===== src/rtl/skolem_sweep_if.sv =====
// Handshake and result bundle between a sweep controller and the Skolem-function
// evaluator.
//   start/abort  : sweep control requests
//   vec_o        : assignment under test, bit k drives function input ik
//   f_i          : function output for vec_o, combinational in the same cycle
//   busy/done    : sweep status
//   ones_cnt, first_one, first_valid, sig : sweep results
// Modports:
//   master : the requester and evaluator side
//   slave  : the sweep engine
interface skolem_sweep_if #(
  parameter int unsigned N = 8
);
  logic         start;
  logic         abort;
  logic [N-1:0] vec_o;
  logic         f_i;
  logic         busy;
  logic         done;
  logic [N:0]   ones_cnt;
  logic [N-1:0] first_one;
  logic         first_valid;
  logic [15:0]  sig;

  modport master (
    output start, abort, f_i,
    input  vec_o, busy, done, ones_cnt, first_one, first_valid, sig
  );

  modport slave (
    input  start, abort, f_i,
    output vec_o, busy, done, ones_cnt, first_one, first_valid, sig
  );
endinterface


===== src/rtl/skolem_sweep.sv =====
// Exhaustive sweep of all 2^N assignments of an external Skolem function.
// Each SWEEP cycle samples f_i for the current vec_o, counts ones, captures
// the lowest satisfying assignment and folds f_i into a 16-bit MISR.
//   clk : clock, rising edge
//   rst : asynchronous active-high reset
//   bus : skolem_sweep_if slave modport (control, assignment, results)
module skolem_sweep #(
  parameter int unsigned N = 8
) (
  input logic           clk,
  input logic           rst,
  skolem_sweep_if.slave bus
);

  typedef enum logic [1:0] {StIdle, StSweep, StDone} state_e;

  localparam logic [15:0] SigSeed = 16'hFFFF;
  localparam logic [15:0] SigPoly = 16'h1021;

  state_e      state_q;
  logic [15:0] sig_next;

  // Shift left, then fold in the polynomial when the outgoing bit differs from f_i.
  always_comb begin
    sig_next = {bus.sig[14:0], 1'b0};
    if (bus.sig[15] ^ bus.f_i) begin
      sig_next = sig_next ^ SigPoly;
    end
  end

  always_ff @(posedge clk or posedge rst) begin
    if (rst) begin
      state_q         <= StIdle;
      bus.vec_o       <= '0;
      bus.ones_cnt    <= '0;
      bus.first_one   <= '0;
      bus.first_valid <= 1'b0;
      bus.sig         <= SigSeed;
      bus.busy        <= 1'b0;
      bus.done        <= 1'b0;
    end else begin
      unique case (state_q)
        StIdle: begin
          // Abort wins over a simultaneous start.
          if (bus.start && !bus.abort) begin
            state_q         <= StSweep;
            bus.busy        <= 1'b1;
            bus.vec_o       <= '0;
            bus.ones_cnt    <= '0;
            bus.first_one   <= '0;
            bus.first_valid <= 1'b0;
            bus.sig         <= SigSeed;
          end
        end
        StSweep: begin
          if (bus.abort) begin
            // Leave partial results visible; this cycle's f_i is not sampled.
            state_q  <= StIdle;
            bus.busy <= 1'b0;
          end else begin
            if (bus.f_i) begin
              bus.ones_cnt <= bus.ones_cnt + {{N{1'b0}}, 1'b1};
              if (!bus.first_valid) begin
                bus.first_one   <= bus.vec_o;
                bus.first_valid <= 1'b1;
              end
            end
            bus.sig   <= sig_next;
            bus.vec_o <= bus.vec_o + {{(N-1){1'b0}}, 1'b1};
            if (bus.vec_o == {N{1'b1}}) begin
              state_q  <= StDone;
              bus.busy <= 1'b0;
              bus.done <= 1'b1;
            end
          end
        end
        StDone: begin
          state_q  <= StIdle;
          bus.done <= 1'b0;
        end
        default: begin
          state_q  <= StIdle;
          bus.busy <= 1'b0;
          bus.done <= 1'b0;
        end
      endcase
    end
  end

endmodule


===== src/flat_wrapper.sv =====
// flat-port wrapper written by rule: the top's interface ports become plain ports
module skolem_sweep_flat 
#(
  parameter int unsigned N = 8
)
  (clk, rst, bus_start, bus_abort, bus_f_i, bus_vec_o, bus_busy, bus_done, bus_ones_cnt, bus_first_one, bus_first_valid, bus_sig);
  skolem_sweep_if #(.N(N)) bus_i ();
  input logic clk;
  input logic rst;
  input wire logic [$bits(bus_i.start)-1:0] bus_start;
  input wire logic [$bits(bus_i.abort)-1:0] bus_abort;
  input wire logic [$bits(bus_i.f_i)-1:0] bus_f_i;
  output wire logic [$bits(bus_i.vec_o)-1:0] bus_vec_o;
  output wire logic [$bits(bus_i.busy)-1:0] bus_busy;
  output wire logic [$bits(bus_i.done)-1:0] bus_done;
  output wire logic [$bits(bus_i.ones_cnt)-1:0] bus_ones_cnt;
  output wire logic [$bits(bus_i.first_one)-1:0] bus_first_one;
  output wire logic [$bits(bus_i.first_valid)-1:0] bus_first_valid;
  output wire logic [$bits(bus_i.sig)-1:0] bus_sig;
  assign bus_i.start = bus_start;
  assign bus_i.abort = bus_abort;
  assign bus_i.f_i = bus_f_i;
  assign bus_vec_o = bus_i.vec_o;
  assign bus_busy = bus_i.busy;
  assign bus_done = bus_i.done;
  assign bus_ones_cnt = bus_i.ones_cnt;
  assign bus_first_one = bus_i.first_one;
  assign bus_first_valid = bus_i.first_valid;
  assign bus_sig = bus_i.sig;
  skolem_sweep #(.N(N)) u_core (.clk(clk), .rst(rst), .bus(bus_i));
endmodule

===== config.mk =====
export PLATFORM = sky130hd
export DESIGN_NAME = skolem_sweep_flat
export DESIGN_NICKNAME = d
export VERILOG_FILES = /design/src/rtl/skolem_sweep_if.sv /design/src/rtl/skolem_sweep.sv /design/src/flat_wrapper.sv
export SDC_FILE = /design/constraint.sdc
export NUM_CORES = 1
export LEC_CHECK = 0
export CAP_MARGIN = 5
export CORE_ASPECT_RATIO = 0.8
export CORE_MARGIN = 2
export CORE_UTILIZATION = 53
export DETAILED_ROUTE_END_ITERATION = 8
export GPL_ROUTABILITY_DRIVEN = 0
export GPL_TIMING_DRIVEN = 0
export PLACE_DENSITY = 0.89
export SYNTH_ARGS = -nofsm -noshare
export SYNTH_HDL_FRONTEND = slang
export SYNTH_SLANG_ARGS = --single-unit

===== constraint.sdc =====
create_clock -name clk -period 2.4 [get_ports clk]
set_input_delay 0.6 -clock clk [delete_from_list [all_inputs] [get_ports clk]]
set_output_delay 0.6 -clock clk [all_outputs]
set_load 0.02 [all_outputs]

; After elaboration in Yosys (flattened, before gate mapping)
; Cells that the tools add are included.
[totals]
register_bits = 46
input_bits = 5
out_inout_bits = 44
elab_cells = 63
[op_classes]
n_addsub = 2
eq_ne = 9
mux = 30
bitwise = 4
n_reduce_logical = 10
[ops]
columns = cell, count
row1 = 8-bit 2-to-1 mux, 5
row2 = 16-bit 2-to-1 mux, 2
row3 = 16-bit case mux with 2 select lines, 1
row4 = 8-bit case mux with 2 select lines, 2
row5 = 9-bit 2-to-1 mux, 3
row6 = 9-bit case mux with 2 select lines, 1
row7 = 13-bit 2-to-1 mux, 1
row8 = "9-bit by 1-bit adder with 9-bit output, second input constant", 1
row9 = 3-bit AND reduction, 3
row10 = "8-bit by 1-bit adder with 8-bit output, second input constant", 1
row11 = "8-bit equality test, second input constant", 1
row12 = 1-bit 2-to-1 mux, 8
row13 = 2-bit 2-to-1 mux, 3
row14 = "2-bit != test, second input constant", 3
row15 = 5-bit AND reduction, 1
row16 = "2-bit by 1-bit != test with 1-bit output, second input constant", 2
row17 = 1-bit case mux with 2 select lines, 2
row18 = 2-bit case mux with 2 select lines, 1
row19 = 4-bit AND reduction, 1
row20 = "3-bit by 2-bit != test with 1-bit output, second input constant", 1
row21 = 3-bit NOT, 1
row22 = 1-bit case mux with 3 select lines, 1
row23 = "2-bit by 1-bit equality test with 1-bit output, second input constant", 1
row24 = "2-bit equality test, second input constant", 1
row25 = other kinds (7), 8

; Logic depth before layout (Yosys ltp)
[logic_depth]
word_depth = 4
ltp_mapped = 6
ltp_nobuf = 4

; Worst setup path after synthesis
; Ideal clock, no wire load.
[synth_path]
path_kind = input-to-reg
start = input bus_abort
end = register u_core.bus.vec_o[3]
setup_ns = 0.134
t_arrival_ns = 1.712
t_required_ns = 2.266
setup_slack_ns = 0.554
cell_stages = 6
path_buffers = 3
cell_sequence = buf_4 or3b_1 buf_6 buf_6 o311ai_2 o41ai_1
[synth_via]
elab_chain_len = 4
word_cells_on_any_way = 5
classes_between = 2 x eq/ne / 3 x reduce/logical
[synth_rtl]
columns = element, line
row1 = start: declaration, flat_wrapper.sv:11  ; input wire logic [$bits(bus_i.abort)-1:0] bus_abort;
row2 = 1-bit zero test, skolem_sweep.sv:45  ; if (bus.start && !bus.abort) begin
row3 = 1-bit logical AND, skolem_sweep.sv:45
row4 = 2-bit by 1-bit != test with 1-bit output (no source line), -
row5 = 3-bit AND reduction (no source line) *, -
row6 = end signal: assignment, skolem_sweep.sv:69  ; bus.vec_o <= bus.vec_o + {{(N-1){1'b0}}, 1'b1};
row7 = end: declaration, skolem_sweep_if.sv:32  ; output vec_o, busy, done, ones_cnt, first_one, first_valid, sig
; Mark *: on every way between the ends. The rest lies on a longest branch, timed or not.
; A chain may end at the register's enable or synchronous reset.

; Worst setup path in the final report
[layout_path]
start = register u_core.bus.vec_o[3]
end = output bus_vec_o[3]
[layout_lines]
columns = element, line
row1 = end: declaration, flat_wrapper.sv:13  ; output wire logic [$bits(bus_i.vec_o)-1:0] bus_vec_o;
; No word-level cell between the ends.

==> flow_metrics.env <==
export IMPL_finalWorstSetupSlack_ns=0.312
export IMPL_coreArea_um2=3830
export IMPL_antenna_cells=0
export IMPL_wirelength_mm=4.66
export IMPL_cp_end_kind="primary output"
export IMPL_die_h_um=60.9
export IMPL_synthArstFlopShare_pct=100
export IMPL_finClkSkew_ns=0.00852
export IMPL_drive_gt1_share_pct=18.9
export IMPL_fin_tns_setup_ns=0
export IMPL_cp_required_ns=1.80
export IMPL_wl_met3_um=322
export IMPL_grt_max_degree=47
export IMPL_wl_met1_mm=2.19
export IMPL_top_layer="met4"
export IMPL_grt_antenna_before_repair=0
export IMPL_cts_resized=0
export IMPL_vias_per_cell=5.92
export IMPL_fin_crit_ns=2.09
export IMPL_die_area_um2=4570
export IMPL_yosys_warnings=0
export IMPL_synth_cell_types=53
export IMPL_worst_pin_slew_ns=0.908
export IMPL_synth_area_per_cell_um2=12.5
export IMPL_fmax_mhz=479
export IMPL_final_cell_mix="48 x clkdlybuf4s50_1, 30 x dfrtp_1, 16 x dfstp_2"
export IMPL_slew_violations=0
export IMPL_cts_num_sinks=46
export IMPL_cpMaxStageDelayCell="clkdlybuf4s50_1"
export IMPL_peakVddDrop_mv=0.605
export IMPL_drtIter0Drc=86
export IMPL_grt_use_total_pct=22.2
export IMPL_fin_area_um2=2800
export IMPL_critPathBufInv=1
export IMPL_placed_area_um2=2690
export IMPL_cap_violations=0
export IMPL_syn_inst=172
export IMPL_rsz0062_at_grt="false"
export IMPL_final_net_count=234
export IMPL_die_w_um=75.1
export IMPL_num_rows=20
export IMPL_hold_viol=0
export IMPL_wl_per_cell_um=16.5
export IMPL_grt_pass1_wl_mm=7.52
export IMPL_grt_pass1_vias=1488
export IMPL_netlist_area_um2=2140
export IMPL_crit_chain="clkdlybuf4s50_1"
export IMPL_port_buffers=48
export IMPL_power_density_nw_per_um2=724
export IMPL_yosys_register_bits=46
export IMPL_clkLatencyLatePin_ns=0.30
export IMPL_critPathTopFamily="buffers and inverters"
export IMPL_cts_root_buffer="clkbuf_8"
export IMPL_power_leakage_nw=1.16
export IMPL_dp_worst_setup_slack_ns=0.0150
export IMPL_cts_setup_buffers=0
export IMPL_ctsHoldBuffers=0
export IMPL_cts_inserted_buffers=5
export IMPL_crit_path_max_fanout=8
export IMPL_ant_nets=0
export IMPL_worstHoldPathType="reg -> reg"
export IMPL_htreeDepth=2
export IMPL_final_common_cell="clkdlybuf4s50_1"
export IMPL_hpwl_mm=3.33
export IMPL_synth_main_ff_cell="dfrtp_1"
export IMPL_synthToLayoutAreaGrowth_pct=30.9
export IMPL_fin_hold_ws_ns=0.517
export IMPL_status="completed"
export IMPL_met2_length_mm=2.08
export IMPL_cts_tree="built"
export IMPL_syn_num_nets=179
export IMPL_setup_violations_final=0
export IMPL_cts_buffer_depth=2
export IMPL_drc=0
export IMPL_finalCritPeriodShare_pct=87.0
export IMPL_arrival_ns=1.49
export IMPL_cts_clk_slew_worst_paths_ns=0.09
export IMPL_initial_core_util_pct=55.9
export IMPL_critPathKind="reg -> out"
export IMPL_num_vias=1675
export IMPL_yosysSeqAreaShare_pct=54.7
export IMPL_cp_start_kind="flop"
export IMPL_num_io_pins=49
export IMPL_cpPeakStageDelay_ns=0.67
export IMPL_grt_overflow=0
export IMPL_relSlewSlack_pct=39.4
export IMPL_synth_edf_count=0
export IMPL_drtPass1Iterations=4
-- synthesized netlist by cell type (3+ instances only) --
library cell / count / area share (%)
mux2i_1: 6 / 2.8
buf_4: 3 / 1.1
dfrtp_1: 30 / 35
nand3_1: 5 / 1.2
inv_1: 6 / 1.1
nor2_1: 5 / 0.88
nand2b_1: 5 / 1.5
a41oi_1: 3 / 1.2
nand4_1: 3 / 0.88
o21ai_0: 4 / 0.93
nand2_1: 7 / 1.2
o22a_1: 14 / 5.7
buf_6: 3 / 1.6
a22o_1: 11 / 4.5
dfstp_2: 16 / 20
a31oi_1: 4 / 1.2
-- flip-flops by register name, indices dropped and copies added (netlist names) --
signal                  count
u_core.bus.ones_cnt         9
u_core.bus.first_one        8
u_core.bus.busy             1
u_core.bus.vec_o            8
u_core.bus.sig             16
u_core.bus.done             1
u_core.bus.first_valid      1
u_core.state_q              2
-- through the flow --
step / instances / total power [mW] / util [%]
floorplan: 172 / 1.24 / -
finish: 283 / 2.03 / 73.2
global placement: 275 / 1.44 / 70.3
detailed placement: 275 / 1.46 / 70.3
global route: 283 / 2.11 / 73.2
CTS: 283 / 2.04 / 73.2
-- area by class of cell --
cell class	instances	area (um2)
timing repair buffer	48	480
clock inverter	3	43.8
buffer	10	73.8
inverter	6	22.5
multi-input combinational	110	875
tap	55	68.8
clock buffer	5	68.8
fill	270	1020
sequential	46	1170
-- worst paths after layout --
check                                        start                       to  slack (ns)  cells after the start
setup / recovery               u_core.bus.vec_o[3]             bus_vec_o[3]        0.31                      1
hold / removal             u_core.bus.first_one[1]  u_core.bus.first_one[1]        0.52                      1
setup reg to reg                 u_core.state_q[1]      u_core.bus.vec_o[3]        0.69                      4
hold reg to reg            u_core.bus.first_one[1]  u_core.bus.first_one[1]        0.52                      1
max in group asynchronous                      rst        u_core.state_q[1]        1.02                      2
min in group asynchronous                      rst      u_core.bus.vec_o[5]        0.82                      2
-- cells by family (layout without fill, tap and decap cells) --
family	after synthesis	count (layout)	share of synthesized area [%]
AOI/OAI and AO/OA	57	57	23.1
DFF	46	46	54.7
and+or+nand+nor	42	42	12.6
buffers and inverters	16	72	4.50
muxes	6	6	2.80
xor gates and xnor gates	3	3	1.23
adders and majority gates	2	2	1.17
-- where the power goes --
part	total (mW)	leakage [nW]	internal, mW	switching, mW
sequential	0.968	0.572	0.881	0.0875
clock	0.580	0.0585	0.312	0.268
combinational	0.480	0.533	0.231	0.249
total	2.03	1.16	1.42	0.604
-- layer usage --
metal,vias to the layer above,GRT usage (%)
met1,829,33.3
met5,-,0
li1,779,-
met2,58,32.0
met3,9,4.98
met4,0,7.91
Power figures use the tool's default switching activity.
